File: src/rtl/invaders_hiscore_ctrl_if.sv
// invaders_hiscore_ctrl_if: hiscore access port between the hiscore
// controller (master) and invaders_memory (slave). hs_data_out is valid one
// clock after hs_address is presented.
interface invaders_hiscore_ctrl_if;
    logic [15:0] hs_address;
    logic [7:0]  hs_data_in;
    logic [7:0]  hs_data_out;
    logic        hs_write;
    logic        hs_access;

    modport master (
        output hs_address,
        output hs_data_in,
        output hs_write,
        output hs_access,
        input  hs_data_out
    );

    modport slave (
        input  hs_address,
        input  hs_data_in,
        input  hs_write,
        input  hs_access,
        output hs_data_out
    );
endinterface

File: src/rtl/invaders_hiscore_ctrl.sv
// invaders_hiscore_ctrl: waits DELAY_FRAMES vblanks after reset, then on each
// vblank either restores the host-downloaded hiscore image into work RAM
// (followed by a snapshot) or just snapshots the RAM hiscore region into a
// shadow buffer that the host reads back through ul_addr/ul_data.
// Optional feature macro: HISCORE_CHANGE_EN adds the hs_changed pulse output.
module invaders_hiscore_ctrl #(
    parameter logic [15:0] HS_BASE      = 16'h00F4,
    parameter int          HS_LEN       = 2,
    parameter int          DELAY_FRAMES = 60
) (
    input  logic        Clock,
    input  logic        Reset_n,
    input  logic        vblank,
    input  logic        dl_wr,
    input  logic [3:0]  dl_addr,
    input  logic [7:0]  dl_data,
    input  logic        dl_done,
    input  logic [3:0]  ul_addr,
    output logic [7:0]  ul_data,
    invaders_hiscore_ctrl_if.master mem
`ifdef HISCORE_CHANGE_EN
    ,
    output logic        hs_changed
`endif
);

    typedef enum logic [1:0] {WAIT_INIT, IDLE, WRITE, READ} state_t;

    state_t      state;
    state_t      state_nxt;
    logic        vblank_q;
    logic        vb_rise;
    logic [7:0]  frame_cnt;
    logic [4:0]  idx;
    logic        restore_pending;
    logic        last_write;
    logic        last_read;
    logic [3:0]  cap_slot;
    logic [7:0]  buf_mem [16];
    logic [7:0]  shadow  [16];

    assign vb_rise    = vblank & ~vblank_q;
    assign last_write = (state == WRITE) && (idx == 5'(HS_LEN - 1));
    assign last_read  = (state == READ)  && (idx == 5'(HS_LEN));
    // Read data lags the address by one clock, so cycle idx fills slot idx-1.
    assign cap_slot   = idx[3:0] - 4'd1;

    // State register.
    always_ff @(posedge Clock or negedge Reset_n) begin
        // NOTE: sequential state always uses <= so every flop samples the
        // pre-edge values regardless of block ordering.
        if (!Reset_n) state <= WAIT_INIT;
        else          state <= state_nxt;
    end

    // Next state: power-up frame delay, per-vblank dispatch, fixed-length bursts.
    always_comb begin
        // NOTE: default assignment first, so no path through the case can
        // leave state_nxt unassigned and infer a latch.
        state_nxt = state;
        case (state)
            WAIT_INIT: if (vb_rise && frame_cnt == 8'(DELAY_FRAMES - 1)) state_nxt = IDLE;
            IDLE:      if (vb_rise) state_nxt = restore_pending ? WRITE : READ;
            WRITE:     if (last_write) state_nxt = READ;
            READ:      if (last_read) state_nxt = IDLE;
            default:   state_nxt = WAIT_INIT;
        endcase
    end

    // Outputs decoded from state; they fall with the async reset of state.
    always_comb begin
        mem.hs_access  = 1'b0;
        mem.hs_write   = 1'b0;
        mem.hs_address = 16'h0000;
        mem.hs_data_in = 8'h00;
        case (state)
            WRITE: begin
                mem.hs_access  = 1'b1;
                mem.hs_write   = 1'b1;
                mem.hs_address = HS_BASE + {11'd0, idx};
                mem.hs_data_in = buf_mem[idx[3:0]];
            end
            READ: begin
                mem.hs_access  = 1'b1;
                mem.hs_address = HS_BASE + {11'd0, idx};
            end
            default: ;
        endcase
    end

    // Edge detect, frame counter, burst index and restore request.
    always_ff @(posedge Clock or negedge Reset_n) begin
        if (!Reset_n) begin
            vblank_q        <= 1'b0;
            frame_cnt       <= 8'd0;
            idx             <= 5'd0;
            restore_pending <= 1'b0;
        end else begin
            vblank_q <= vblank;
            if (state == WAIT_INIT && vb_rise) frame_cnt <= frame_cnt + 8'd1;
            if (state != state_nxt)                  idx <= 5'd0;
            else if (state == WRITE || state == READ) idx <= idx + 5'd1;
            // A new download on the final restore byte wins over the clear.
            if (dl_done)         restore_pending <= 1'b1;
            else if (last_write) restore_pending <= 1'b0;
        end
    end

    // Restore buffer: host writes land in any state.
    always_ff @(posedge Clock) begin
        // NOTE: the restore buffer has no reset; it only ever holds host data
        // and is written before any restore can be requested.
        if (dl_wr && ({1'b0, dl_addr} < 5'(HS_LEN))) buf_mem[dl_addr] <= dl_data;
    end

    // Shadow capture during READ and the registered upload port.
    always_ff @(posedge Clock or negedge Reset_n) begin
        if (!Reset_n) begin
            for (int i = 0; i < 16; i++) shadow[i] <= 8'h00;
            ul_data <= 8'h00;
        end else begin
            if (state == READ && idx != 5'd0) shadow[cap_slot] <= mem.hs_data_out;
            ul_data <= ({1'b0, ul_addr} < 5'(HS_LEN)) ? shadow[ul_addr] : 8'h00;
        end
    end

`ifdef HISCORE_CHANGE_EN
    logic after_write;
    logic diff_acc;
    logic cap_diff;

    assign cap_diff = (state == READ) && (idx != 5'd0) && (mem.hs_data_out != shadow[cap_slot]);

    // Change detect: one pulse after a snapshot that differs from the last one.
    always_ff @(posedge Clock or negedge Reset_n) begin
        if (!Reset_n) begin
            after_write <= 1'b0;
            diff_acc    <= 1'b0;
            hs_changed  <= 1'b0;
        end else begin
            if (state == WRITE)     after_write <= 1'b1;
            else if (state == IDLE) after_write <= 1'b0;
            if (state != READ) diff_acc <= 1'b0;
            else if (cap_diff) diff_acc <= 1'b1;
            hs_changed <= last_read && !after_write && (diff_acc || cap_diff);
        end
    end
`endif

endmodule

File: src/flat_wrapper.sv
// flat-port wrapper written by rule: the top's interface ports become plain ports
module invaders_hiscore_ctrl_flat 
#(
    parameter logic [15:0] HS_BASE      = 16'h00F4,
    parameter int          HS_LEN       = 2,
    parameter int          DELAY_FRAMES = 60
)
  (Clock, Reset_n, vblank, dl_wr, dl_addr, dl_data, dl_done, ul_addr, ul_data, mem_hs_address, mem_hs_data_in, mem_hs_write, mem_hs_access, mem_hs_data_out);
  invaders_hiscore_ctrl_if mem_i ();
  input  logic Clock;
  input  logic Reset_n;
  input  logic vblank;
  input  logic dl_wr;
  input  logic [3:0] dl_addr;
  input  logic [7:0] dl_data;
  input  logic dl_done;
  input  logic [3:0] ul_addr;
  output logic [7:0] ul_data;
  output wire logic [$bits(mem_i.hs_address)-1:0] mem_hs_address;
  output wire logic [$bits(mem_i.hs_data_in)-1:0] mem_hs_data_in;
  output wire logic [$bits(mem_i.hs_write)-1:0] mem_hs_write;
  output wire logic [$bits(mem_i.hs_access)-1:0] mem_hs_access;
  input wire logic [$bits(mem_i.hs_data_out)-1:0] mem_hs_data_out;
  assign mem_hs_address = mem_i.hs_address;
  assign mem_hs_data_in = mem_i.hs_data_in;
  assign mem_hs_write = mem_i.hs_write;
  assign mem_hs_access = mem_i.hs_access;
  assign mem_i.hs_data_out = mem_hs_data_out;
  invaders_hiscore_ctrl #(.HS_BASE(HS_BASE), .HS_LEN(HS_LEN), .DELAY_FRAMES(DELAY_FRAMES)) u_core (.Clock(Clock), .Reset_n(Reset_n), .vblank(vblank), .dl_wr(dl_wr), .dl_addr(dl_addr), .dl_data(dl_data), .dl_done(dl_done), .ul_addr(ul_addr), .ul_data(ul_data), .mem(mem_i));
endmodule
File: config.mk
export PLATFORM = sky130hd
export DESIGN_NAME = invaders_hiscore_ctrl_flat
export DESIGN_NICKNAME = d
export VERILOG_FILES = /design/src/rtl/invaders_hiscore_ctrl_if.sv /design/src/rtl/invaders_hiscore_ctrl.sv /design/src/flat_wrapper.sv
export SDC_FILE = /design/constraint.sdc
export NUM_CORES = 1
export LEC_CHECK = 0
export ABC_CLOCK_PERIOD_IN_PS = 3200
export CAP_MARGIN = 30
export CORE_MARGIN = 8
export CORE_UTILIZATION = 45
export CTS_BUF_LIST = sky130_fd_sc_hd__clkbuf_4 sky130_fd_sc_hd__clkbuf_8
export CTS_CLUSTER_DIAMETER = 150
export DETAILED_ROUTE_END_ITERATION = 7
export PLACE_DENSITY_LB_ADDON = 0.2
export REMOVE_ABC_BUFFERS = 1
export SETUP_SLACK_MARGIN = 0.1
export SYNTH_ARGS = -nofsm -noshare
export SYNTH_HDL_FRONTEND = slang
export SYNTH_SLANG_ARGS = --single-unit
File: constraint.sdc
create_clock -name Clock -period 3.2 [get_ports Clock]
set_clock_uncertainty 0.15 [all_clocks]
set_input_delay 0.32 -clock Clock [delete_from_list [all_inputs] [get_ports Clock]]
set_output_delay 0.32 -clock Clock [all_outputs]
set_load 0.05 [all_outputs]
==> impl_metrics.yaml <==
status:
  outcome: "finished clean"
route:
  drt_iter0_markers: 239
  num_vias: 3804
  drt_first_pass_iters: 4
  avgRoutedWirePerCell_um: 15.3
  drtAntennaViolNets: 0
  finalWirelength_mm: 12.2
  drc: 0
  viasPerCell: 4.76
floorplan:
  num_rows: 45
  die-height_um: 140
  coreArea_um2: 15100
  die_x_um: 140
  start_util_pct: 46.0
  dieArea_um2: 19700
  io_pins: 63
global_routing:
  grt_max_degree: 42
  grt_pass1_vias: 4014
  grt.total_usage_pct: 13.2
  antenna_found_initial: 0
  overflow: 0
  grt_pass1_wl_mm: 20.1
worst_setup_path:
  cp_slowest_stage_delay_ns: 0.59
  critPathBufInv: 2
  r2r_end: "u_core.shadow[117]"
  slowest_stage: "dfrtp_4"
  r2r_slack_ns: 0.78
  reg2reg_depth: 7
  crit_required_ns: 2.73
  crit_path_frequent_cell: "buf_4"
  critPathTopFamily: "compound AO/OA/AOI/OAI gates"
  path_max_fanout: 19
  path_cells: "buf_4, nor2b_1, a2111oi_0, a21oi_1, a31o_2, buf_4"
  crit_end: "mem_hs_data_in[6]"
  path_class: "reg2out"
  worst-path-stages: 6
  arrival_ns: 2.43
  startpoint_type: "register"
  critPathCaptureType: "output port"
  r2r-start: "u_core.idx[1]"
  critPathLaunch: "u_core.idx[1]"
timing:
  tns_ns: 0
  worst_slew_pin_slew_ns: 0.915
  rsz0062_at_grt: "yes"
  max_slew_margin_pct: 39.0
  fin_crit_ns: 2.90
  hold_violations: 0
  fin_crit_sh_pct: 90.5
  finalSetupViolCount: 0
  timing.final.max_slew_violations: 0
  fmax_mhz: 345
min_path:
  hp-class: "in2reg"
logic_synthesis:
  synthMuxAreaShare_pct: 13.6
  ys_seq_area_share_pct: 69.9
  syn_inst: 429
  ys.flop_type: "edfxtp_1"
  synthAdderAreaFrac_pct: 1.80
  netlist_area_um2: 6960
  ys_ff_latch: 169
  yosysTopAreaCell: "edfxtp_1"
  ys_types: 47
  synth-compound-area-share_pct: 4.03
  syn_avg_cell_area_um2: 16.2
  yosysMostFrequentCell: "edfxtp_1"
  synth_top_family_by_area: "multiplexers"
  yosys.area_share.simple_pct: 5.90
  ys_top_cells_by_count: "edfxtp_1, mux2i_1, dfrtp_1"
  synth-async-reset-ratio_pct: 24.3
  synth_xor_area_share_pct: 1.38
  synth_warnings: 0
  synth_area_leaders: "edfxtp_1, dfrtp_1, mux2i_1, mux4_2, mux2_2"
  synth_top_area_share_pct: 55.2
  synth-edff-count: 128
pwr:
  power_density_nw_per_um2: 760
  p_leak_nw: 3.35
  finalPower_mw: 6.55
  switching_share_pct: 33.8
  switchingPower_mw: 2.21
  sequentialPowerShare_pct: 44.0
  clkPwrFrac_pct: 23.2
  internal-power_mw: 4.34
  p_comb_share_pct: 32.7
  peakVddDrop_v: 0.000484
cts:
  cts_tree: "yes"
  cts-root-buf: "clkbuf_8"
  htreeDepth: 4
  clock_sinks: 169
  clock_latency_ns: 0.44
  path_clk_slew_ns: 0.09
  cts_buffers: 17
  clock_path_buffers: 2
placed_design:
  gp_congestion: 0.740
  port-buffer-count: 55
  post-dp-hpwl_mm: 8.17
  placed_cells: 766
final_layout:
  drive_gt1_share_pct: 15.8
  antenna_cells: 0
  fillers: 1229
  synthToLayoutAreaGrowth_pct: 23.8
  fin_cells: 800
  fin_nets: 638
flow_run:
  max_cap_violations: 0
-- placed cells by master (no fill, tap or decap), types with 10 or more instances in the layout --
cell	instances
edfxtp_1	128
conb_1	119
mux2i_1	42
clkdlybuf4s50_1	42
dfrtp_1	39
nor2_1	26
nand2_1	21
mux2_2	17
clkbuf_8	17
buf_4	17
mux4_2	15
ha_1	10
-- metal layers --
metal	up-vias	part of all wire, %	GRT usage (%)
met5	-	0	0
met4	0	0.98	4.11
met3	9	5.2	4.59
met2	64	52	22.6
met1	1906	42	15.4
li1	1825	-	-
-- registers in the layout, summed over array words and instances (netlist names) --
name,flops
u_core.state,2
u_core.restore_pending,1
u_core.frame_cnt,8
u_core.vblank_q,1
u_core.buf_mem,128
u_core.idx,5
u_core.shadow,16
u_core.ul_data,8
-- cells by family (layout without fill, tap and decap cells) --
group           Yosys count  in the layout
other cells               1            119
flops                   169            169
mux                      74             74
compound gates           35             35
buf+inv                  47            112
simple gates             82             82
xor+xnor                 11             11
fa+ha+maj                10             10
-- per-stage QoR --
step | hold WS, ns | utilization [%] | worst slack, ns | area [um^2]
5_1_grt | 0.183 | 56.9 | 0.0503 | 8620
3_5_place_dp | 0.327 | 54.1 | 0.511 | 8190
2_1_floorplan | -0.126 | - | -0.702 | 7210
3_3_place_gp | 0.314 | 54.1 | 0.598 | 8190
4_1_cts | 0.174 | 56.8 | 0.103 | 8600
6_report | 0.221 | 56.9 | 0.303 | 8620
-- power groups by stage --
stage	clock network, mW	registers, mW	logic (mW)
after detailed placement	0	2.95	2.14
final	1.52	2.89	2.14
after CTS	1.57	2.90	2.15
after global placement	0	2.93	2.11
after global routing	1.66	2.93	2.33
after floorplan	0	3.03	1.25
-- cell type report --
cell class                      count  area [um^2]  share of cell area [%]
Clock buffer                       18          241                    2.80
Clock inverter                     14          159                    1.84
Inverter                            8         30.0                   0.348
Multi-Input combinational cell    331         2320                    26.9
Sequential cell                   169         4870                    56.5
Tap cell                          188          235                    2.73
Timing Repair Buffer               72          759                    8.81
-- worst min path at each step --
| stage | startpoint | end | cells after the start |
|---|---|---|---|
| floorplan | Reset_n | u_core.frame_cnt[0] | 0 |
| detailed placement | u_core.frame_cnt[7] | u_core.frame_cnt[7] | 1 |
| finish | vblank | u_core.vblank_q | 1 |
| global placement | u_core.frame_cnt[7] | u_core.frame_cnt[7] | 1 |
| global route | vblank | u_core.vblank_q | 1 |
| CTS | vblank | u_core.vblank_q | 1 |
-- timing repair --
item	4_1_cts	5_1_grt
endpoints found under the hold margin	41	0
setup endpoints to repair	2	11
resized for setup	1	4
hold buffers	1	0
buffers inserted	0	1
Power figures use the tool's default switching activity.
